### config.mk
export PLATFORM = sky130hd
export DESIGN_NAME = hazard_forward
export DESIGN_NICKNAME = d
export VERILOG_FILES = /design/src/rtl/hazard_forward.sv
export SDC_FILE = /design/constraint.sdc
export NUM_CORES = 1
export LEC_CHECK = 0
export CORE_UTILIZATION = 60
export CTS_BUF_LIST = sky130_fd_sc_hd__clkbuf_4 sky130_fd_sc_hd__clkbuf_8 sky130_fd_sc_hd__clkbuf_16
export DETAILED_ROUTE_END_ITERATION = 6
export DONT_BUFFER_PORTS = 1
export GPL_ROUTABILITY_DRIVEN = 0
export PLACE_DENSITY = 0.86
export SKIP_CTS_REPAIR_TIMING = 1
export SYNTH_ARGS = -nofsm -noshare
export SYNTH_HDL_FRONTEND = slang
export SYNTH_SLANG_ARGS = --single-unit
### constraint.sdc
create_clock -name i_clk -period 6.1 [get_ports i_clk]
set_input_delay 1.22 -clock i_clk [delete_from_list [all_inputs] [get_ports i_clk]]
set_output_delay 1.22 -clock i_clk [all_outputs]
set_load 0.01 [all_outputs]
### src/rtl/hazard_forward.sv
// EX-stage operand forwarding from MEM, WB and a short retired-write history,
// with load-use stall detection, per-episode stall counter and timeout pulse.
module hazard_forward #(
    parameter int XLEN       = 32,
    parameter int XADDR      = 5,
    parameter int NRD        = 2,
    parameter int HIST_DEPTH = 2,
    parameter int MAX_STALL  = 16
) (
    input  logic                  i_clk,
    input  logic                  i_rst,
    input  logic [NRD*XLEN-1:0]   i_rs_ex,
    input  logic [NRD*XADDR-1:0]  i_rs_addr_ex,
    input  logic [XLEN-1:0]       i_rd_mem,
    input  logic [XADDR-1:0]      i_rd_addr_mem,
    input  logic                  i_rd_mem_wr_en,
    input  logic                  i_mem_is_load,
    input  logic                  i_mem_data_valid,
    input  logic [XLEN-1:0]       i_rd_wb,
    input  logic [XADDR-1:0]      i_rd_addr_wb,
    input  logic                  i_rd_wb_wr_en,
    input  logic                  i_wb_fire,
    output logic [NRD*XLEN-1:0]   o_rs,
    output logic [NRD*2-1:0]      o_fwd_sel,
    output logic                  o_stall,
    output logic                  o_stall_timeout,
    output logic [31:0]           o_stall_total
);

    localparam int CW = $clog2(MAX_STALL + 1);
    localparam logic [CW-1:0] CNT_MAX = CW'(MAX_STALL);

    typedef enum logic {RUN, STALL} state_t;

    state_t                r_state, w_state_nxt;
    logic [CW-1:0]         r_cnt, w_cnt_nxt;
    logic                  w_timeout_nxt;
    logic [HIST_DEPTH-1:0] r_hist_vld;
    logic [XADDR-1:0]      r_hist_addr [HIST_DEPTH];
    logic [XLEN-1:0]       r_hist_data [HIST_DEPTH];
    logic [NRD-1:0]        w_haz;
    logic                  w_push;
    logic                  w_load_pend;

    assign w_push      = i_wb_fire && i_rd_wb_wr_en && (i_rd_addr_wb != '0);
    assign w_load_pend = i_mem_is_load && !i_mem_data_valid;

    always_ff @(posedge i_clk) begin
        if (i_rst) begin
            r_hist_vld <= '0;
        end else if (w_push) begin
            for (int unsigned i = 1; i < HIST_DEPTH; i++) begin
                r_hist_vld[i]  <= r_hist_vld[i-1];
                r_hist_addr[i] <= r_hist_addr[i-1];
                r_hist_data[i] <= r_hist_data[i-1];
            end
            r_hist_vld[0]  <= 1'b1;
            r_hist_addr[0] <= i_rd_addr_wb;
            r_hist_data[0] <= i_rd_wb;
        end
    end

    always_comb begin : resolve
        logic [XADDR-1:0] w_addr;
        logic             w_mem_hit;
        logic             w_found;
        o_rs      = i_rs_ex;
        o_fwd_sel = '0;
        w_haz     = '0;
        for (int unsigned k = 0; k < NRD; k++) begin
            w_addr    = i_rs_addr_ex[k*XADDR +: XADDR];
            w_mem_hit = (w_addr != '0) && (w_addr == i_rd_addr_mem) && i_rd_mem_wr_en;
            w_found   = 1'b0;
            // A pending load blocks WB/history fallback on this port: the operand must wait.
            if (w_addr == '0 || (w_mem_hit && w_load_pend)) begin
                w_haz[k] = w_mem_hit;
            end else if (w_mem_hit) begin
                o_rs[k*XLEN +: XLEN] = i_rd_mem;
                o_fwd_sel[k*2 +: 2]  = 2'd1;
            end else if ((w_addr == i_rd_addr_wb) && i_rd_wb_wr_en) begin
                o_rs[k*XLEN +: XLEN] = i_rd_wb;
                o_fwd_sel[k*2 +: 2]  = 2'd2;
            end else begin
                for (int unsigned j = 0; j < HIST_DEPTH; j++) begin
                    if (!w_found && !i_rst && r_hist_vld[j] && (w_addr == r_hist_addr[j])) begin
                        o_rs[k*XLEN +: XLEN] = r_hist_data[j];
                        o_fwd_sel[k*2 +: 2]  = 2'd3;
                        w_found              = 1'b1;
                    end
                end
            end
        end
    end

    assign o_stall = !i_rst && (|w_haz);

    always_comb begin
        w_state_nxt = r_state;
        w_cnt_nxt   = '0;
        case (r_state)
            RUN: begin
                if (o_stall) begin
                    w_state_nxt = STALL;
                    w_cnt_nxt   = CW'(1);
                end
            end
            STALL: begin
                if (o_stall) begin
                    w_cnt_nxt = (r_cnt == CNT_MAX) ? r_cnt : r_cnt + CW'(1);
                end else begin
                    w_state_nxt = RUN;
                end
            end
            default: w_state_nxt = RUN;
        endcase
        w_timeout_nxt = o_stall && (w_cnt_nxt == CNT_MAX) && (r_cnt != CNT_MAX);
    end

    always_ff @(posedge i_clk) begin
        if (i_rst) begin
            r_state         <= RUN;
            r_cnt           <= '0;
            o_stall_timeout <= 1'b0;
            o_stall_total   <= '0;
        end else begin
            r_state         <= w_state_nxt;
            r_cnt           <= w_cnt_nxt;
            o_stall_timeout <= w_timeout_nxt;
            if (o_stall && (o_stall_total != '1)) begin
                o_stall_total <= o_stall_total + 32'd1;
            end
        end
    end

endmodule

# ---- After elaboration in Yosys (flattened, before gate mapping)
# Memory sizes are Yosys's and may differ from the RTL's.
# Cells that the tools add are included.
dict set report op_classes {
  add_sub_neg 2
  n_eq_ne 12
  mux 38
  n_bitwise 1
  reduce_logical 36
}
# op count
set ops {}
lappend ops {{two-way mux 32 bit} 10}
lappend ops {{== test 5 bit} 8}
lappend ops {{adder 32 x 1 -> 32 bit, second input constant} 1}
lappend ops {{inequality test 32 bit, second input constant} 1}
lappend ops {{logical AND 1 bit} 24}
lappend ops {{two-way mux 2 bit} 10}
lappend ops {{two-way mux 1 bit} 15}
lappend ops {{nonzero test 5 bit} 3}
lappend ops {{== test 5 bit, second input constant} 2}
lappend ops {{zero test 5 bit} 2}
lappend ops {{two-way mux 5 bit} 2}
lappend ops {{one-hot mux 5 bit (2 select lines)} 1}
lappend ops {{adder 5 x 1 -> 5 bit, second input constant} 1}
lappend ops {{inequality test 5 bit, second input constant} 1}
lappend ops {{zero test 1 bit} 4}
lappend ops {{logical OR 1 bit} 2}
lappend ops {{OR reduction 2 bit} 1}
lappend ops {{inverter 1 bit} 1}
dict set report word_totals {
  reg_bits 41
  ram_bits 74
  in_bits 155
  output_inout_bits 102
  mem_count 2
}
# memory words word_bits rd rd_ports_with_merged_regs wr line_no
set mem_list {}
lappend mem_list {r_hist_data 2 32 2 0 2 40} ;# logic [XLEN-1:0] r_hist_data [HIST_DEPTH];
lappend mem_list {r_hist_addr 2 5 2 0 2 39} ;# logic [XADDR-1:0] r_hist_addr [HIST_DEPTH];

# ---- Longest topological paths before layout
dict set report depth {
  depth_word 15
  ltp_mapped 10
  depth_no_buf 7
}

# ---- Worst setup path after synthesis
# OpenSTA, ideal clock, no wires.
dict set report synth_timing {
  path_kind {input -> register}
  startpoint {in i_rd_addr_wb[0]}
  endpoint {mem r_hist_addr[0][0], enable pin}
  setup_time_ps 514
  arrival_ps 4792
  required_ps 5586
  slack_ps 793
  cell_stages 3
  cell_sequence {or3_1 > o311a_1 > nor2b_1}
}
# element line_no
set synth_rtl {}
lappend synth_rtl {{start: declaration} 20} ;# input logic [XADDR-1:0] i_rd_addr_wb,
lappend synth_rtl {{end: declaration} 39}

# ---- Worst setup path in the final report
dict set report layout_timing {
  startpoint {in i_rs_addr_ex[7]}
  endpoint {out o_rs[57]}
}
dict set report layout_via {
  elab_chain_cells 14
}
# element line_no
set layout_rtl {}
lappend layout_rtl {{start: declaration} 13} ;# input logic [NRD*XADDR-1:0] i_rs_addr_ex,
lappend layout_rtl {{== test 5 bit} 85} ;# if (!w_found && !i_rst && r_hist_vld[j] && (w_addr == r_hist_addr[j])) begin
lappend layout_rtl {{logical AND 1 bit} 85}
lappend layout_rtl {{two-way mux 1 bit} 85}
lappend layout_rtl {{two-way mux 1 bit} 80} ;# end else if ((w_addr == i_rd_addr_wb) && i_rd_wb_wr_en) begin
lappend layout_rtl {{two-way mux 1 bit} 77} ;# end else if (w_mem_hit) begin
lappend layout_rtl {{two-way mux 1 bit} 75} ;# if (w_addr == '0 || (w_mem_hit && w_load_pend)) begin
lappend layout_rtl {{zero test 1 bit} 85}
lappend layout_rtl {{logical AND 1 bit (3 in series)} 85}
lappend layout_rtl {{two-way mux 32 bit} 85}
lappend layout_rtl {{two-way mux 32 bit} 80}
lappend layout_rtl {{two-way mux 32 bit} 77}
lappend layout_rtl {{two-way mux 32 bit *} 75}
lappend layout_rtl {{end: declaration} 23} ;# output logic [NRD*XLEN-1:0] o_rs,
# Mark *: on every way between the ends. The rest lies on a longest branch, timed or not. The select of a mux whose other input is x is not followed.

==> flow_summary.toml <==
[power]
irDropWorstVdd_uv = 182
p_leak_nw = 3.19
cellPowerDensity_mw_per_mm2 = 238
power_mw = 2.06

[clock_network]
clockRootBuffer = "clkbuf_16"
htreeDepth = 4
cts_tree = "done"
cts_buffer_depth = 2
path_clk_slew_ps = 50
cts-buffers-inserted = 17
clock_latency_ps = 420
cts.sink_count = 115

[setup_path]
crit_end = "o_rs[57]"
reg2reg_depth = 6
crit_fanout = 24
critical-path-slowest-cell = "and3_1"
critical_path.startpoint = "i_rs_addr_ex[7]"
slowest_delay_ps = 890
worst_setup_path_start_kind = "primary input"
cp_cell_sequence = "xor2_1 > nor4_1 > and3_1 > buf_4 > a21oi_1 > a211o_1 > a31oi_1"
r2r_end = "o_stall_total[26]"
worstPathRequired_ps = 4880
regToRegSetupSlack_ps = 3800
reg2reg_from = "o_stall_total[3]"
end_kind = "output port"
crit_type = "primary input to output port"
arrival_ps = 3730

[placement]
io_buffers = 0
hpwl_um = 17100
postPlaceCellArea_mm2 = 0.00806

[floorplanning]
rows = 41
io_pins = 257
start_util_pct = 62.6
die_area_mm2 = 0.0138
fp.dieW_um = 118
core_mm2 = 0.0128
die_h_um = 118

[detailed_routing]
wl_per_cell_um = 22.4
ant_nets = 0
wl_met3_um = 2840
drtIter0Drc = 748
dr.pass1.iters = 6
wl_met2_um = 11900
routed_wirelength_um = 25500
top_layer = "met4"
post-route-drc-count = 0
viasPerCell = 7.06
vias = 8018
met1Wirelength_um = 9320

[timing]
period_minus_slack_ps = 4950
drv_slew = 0
fmax_mhz = 202
finalSetupViolCount = 0
hold_violations = 0
rsz0062_at_grt = "false"
finalCritPeriodShare_pct = 81.1
slew_headroom_pct = 31.7
tns_ps = 0
skew_ps = 7.22
tightest_slew_ps = 1020

[layout]
n_antenna_cell = 0
drive_above_1_share_pct = 8.92
seq_area_mm2 = 0.00304
areaGrowthSynthToFinish_pct = 8.30
multi_input_area_mm2 = 0.00463
fin_nets = 1109
fillers = 1041
design_area_mm2 = 0.00869

[global_route]
grt_pass1_wl_um = 39600
grt_pass1_vias = 7714
overflow = 0
grt_max_degree = 63
globalRouteTotalUtil_pct = 36.2
antenna_found_initial = 0

[run]
drv_cap = 0

[synthesis]
synth.most_common_cell = "nand2_1"
yosys-top-cells-area = "edfxtp_1 (28%), dfxtp_1 (10%), nand2_1 (6.8%), nor2_1 (6.3%), a31oi_1 (5.0%)"
synth_top_cells_by_count = "nand2_1 (145), nor2_1 (134), edfxtp_1 (74), o21ai_0 (68), a31oi_1 (64)"
syn_avg_cell_area_um2 = 8.03
ys_types = 55
async_reset_ff_share_pct = 0
synth-seq-cells = 115
yosysWarnings = 0
synth_enable_flop_cells = 74
synth_fp_nets = 1157
syn-cell-area_mm2 = 0.00802
synth_top_cell_by_area = "edfxtp_1"
yosysSeqAreaShare_pct = 37.9
ys.flop_type = "edfxtp_1"
synth_cells = 999
synth_top_area_share_pct = 27.7

[hold_path]
hold_start = "r_hist_data[0][28]"
min_path_type = "flip-flop to flip-flop"

[run_status]
status = "completed"
flip-flops by register name (all words and copies together) (netlist names):
signal / flops
r_hist_data: 64
o_stall_total: 32
r_hist_addr: 10
r_cnt: 5
r_hist_vld: 2
o_stall_timeout: 1
r_state: 1
area by class of cell:
type | count | share of cell area [%]
well taps | 172 | 2.48
inverters | 10 | 0.432
flip-flops and latches | 115 | 35.0
clock buffers | 28 | 6.94
repair buffers | 18 | 1.56
multi-input cells | 789 | 53.3
clock inverters | 4 | 0.274
report_power, final:
group / internal (mW) / total [mW] / switching [mW]
registers: 0.848 / 0.861 / 0.0125
logic: 0.0723 / 0.182 / 0.109
clock network: 0.674 / 1.02 / 0.348
per-stage QoR:
| stage | hold WS (ps) | worst slack, ps | std cells | utilization [%] |
|---|---|---|---|---|
| floorplan | 439 | 793 | 999 | - |
| global placement | 459 | 1320 | 1104 | 62.9 |
| detailed placement | 457 | 1290 | 1104 | 62.9 |
| CTS | 470 | 1260 | 1136 | 67.8 |
| global route | 496 | 1050 | 1136 | 67.8 |
| finish | 469 | 1150 | 1136 | 67.8 |
worst min path at each step:
stage | to | slack, ps | cells after the start
6_report | r_hist_data[0][60] | 470 | 0
5_1_grt | r_hist_data[0][57] | 500 | 0
4_1_cts | r_hist_data[0][60] | 470 | 0
3_5_place_dp | r_hist_data[0][60] | 460 | 0
3_3_place_gp | r_hist_data[0][60] | 460 | 0
2_1_floorplan | r_hist_data[0][60] | 440 | 0
per-layer routing:
metal  track usage, %  vias to the layer above
li1                 -                     3587
met1             40.2                     3751
met4             23.8                        0
met3             12.3                      121
met5                0                        -
met2             59.0                      559
logic make-up (layout without fill, tap and decap cells):
| group | Yosys count | after routing | synth area share (%) |
|---|---|---|---|
| simple gates | 437 | 437 | 25.6 |
| mux | 4 | 4 | 0.515 |
| compound gates | 289 | 289 | 24.5 |
| buf+inv | 95 | 60 | 4.85 |
| flops | 115 | 115 | 37.9 |
| xor+xnor | 56 | 56 | 6.11 |
| fa+ha+maj | 3 | 3 | 0.468 |
cell usage in the layout, fill, tap and decap left out, types with 12 or more instances in the layout:
cell / count
or3_1: 13
edfxtp_1: 74
o21ai_0: 68
xnor2_1: 24
nand3_1: 19
xor2_1: 32
nor2_1: 133
nand3b_1: 18
buf_4: 18
or4_1: 12
nand2_1: 145
dfxtp_1: 41
o221a_2: 21
a211o_1: 28
a21oi_1: 53
a21o_1: 12
nand4_1: 12
clkbuf_16: 21
nor3_1: 37
a31oi_1: 63
critical path: cells and delay by family:
kind / cells / cell delay, ps
XOR/XNOR: 1 / 140
AND/OR/NAND/NOR: 2 / 1230
AO/OA/AOI/OAI: 3 / 820
buffers and inverters: 1 / 300
Power figures use the tool's default switching activity.
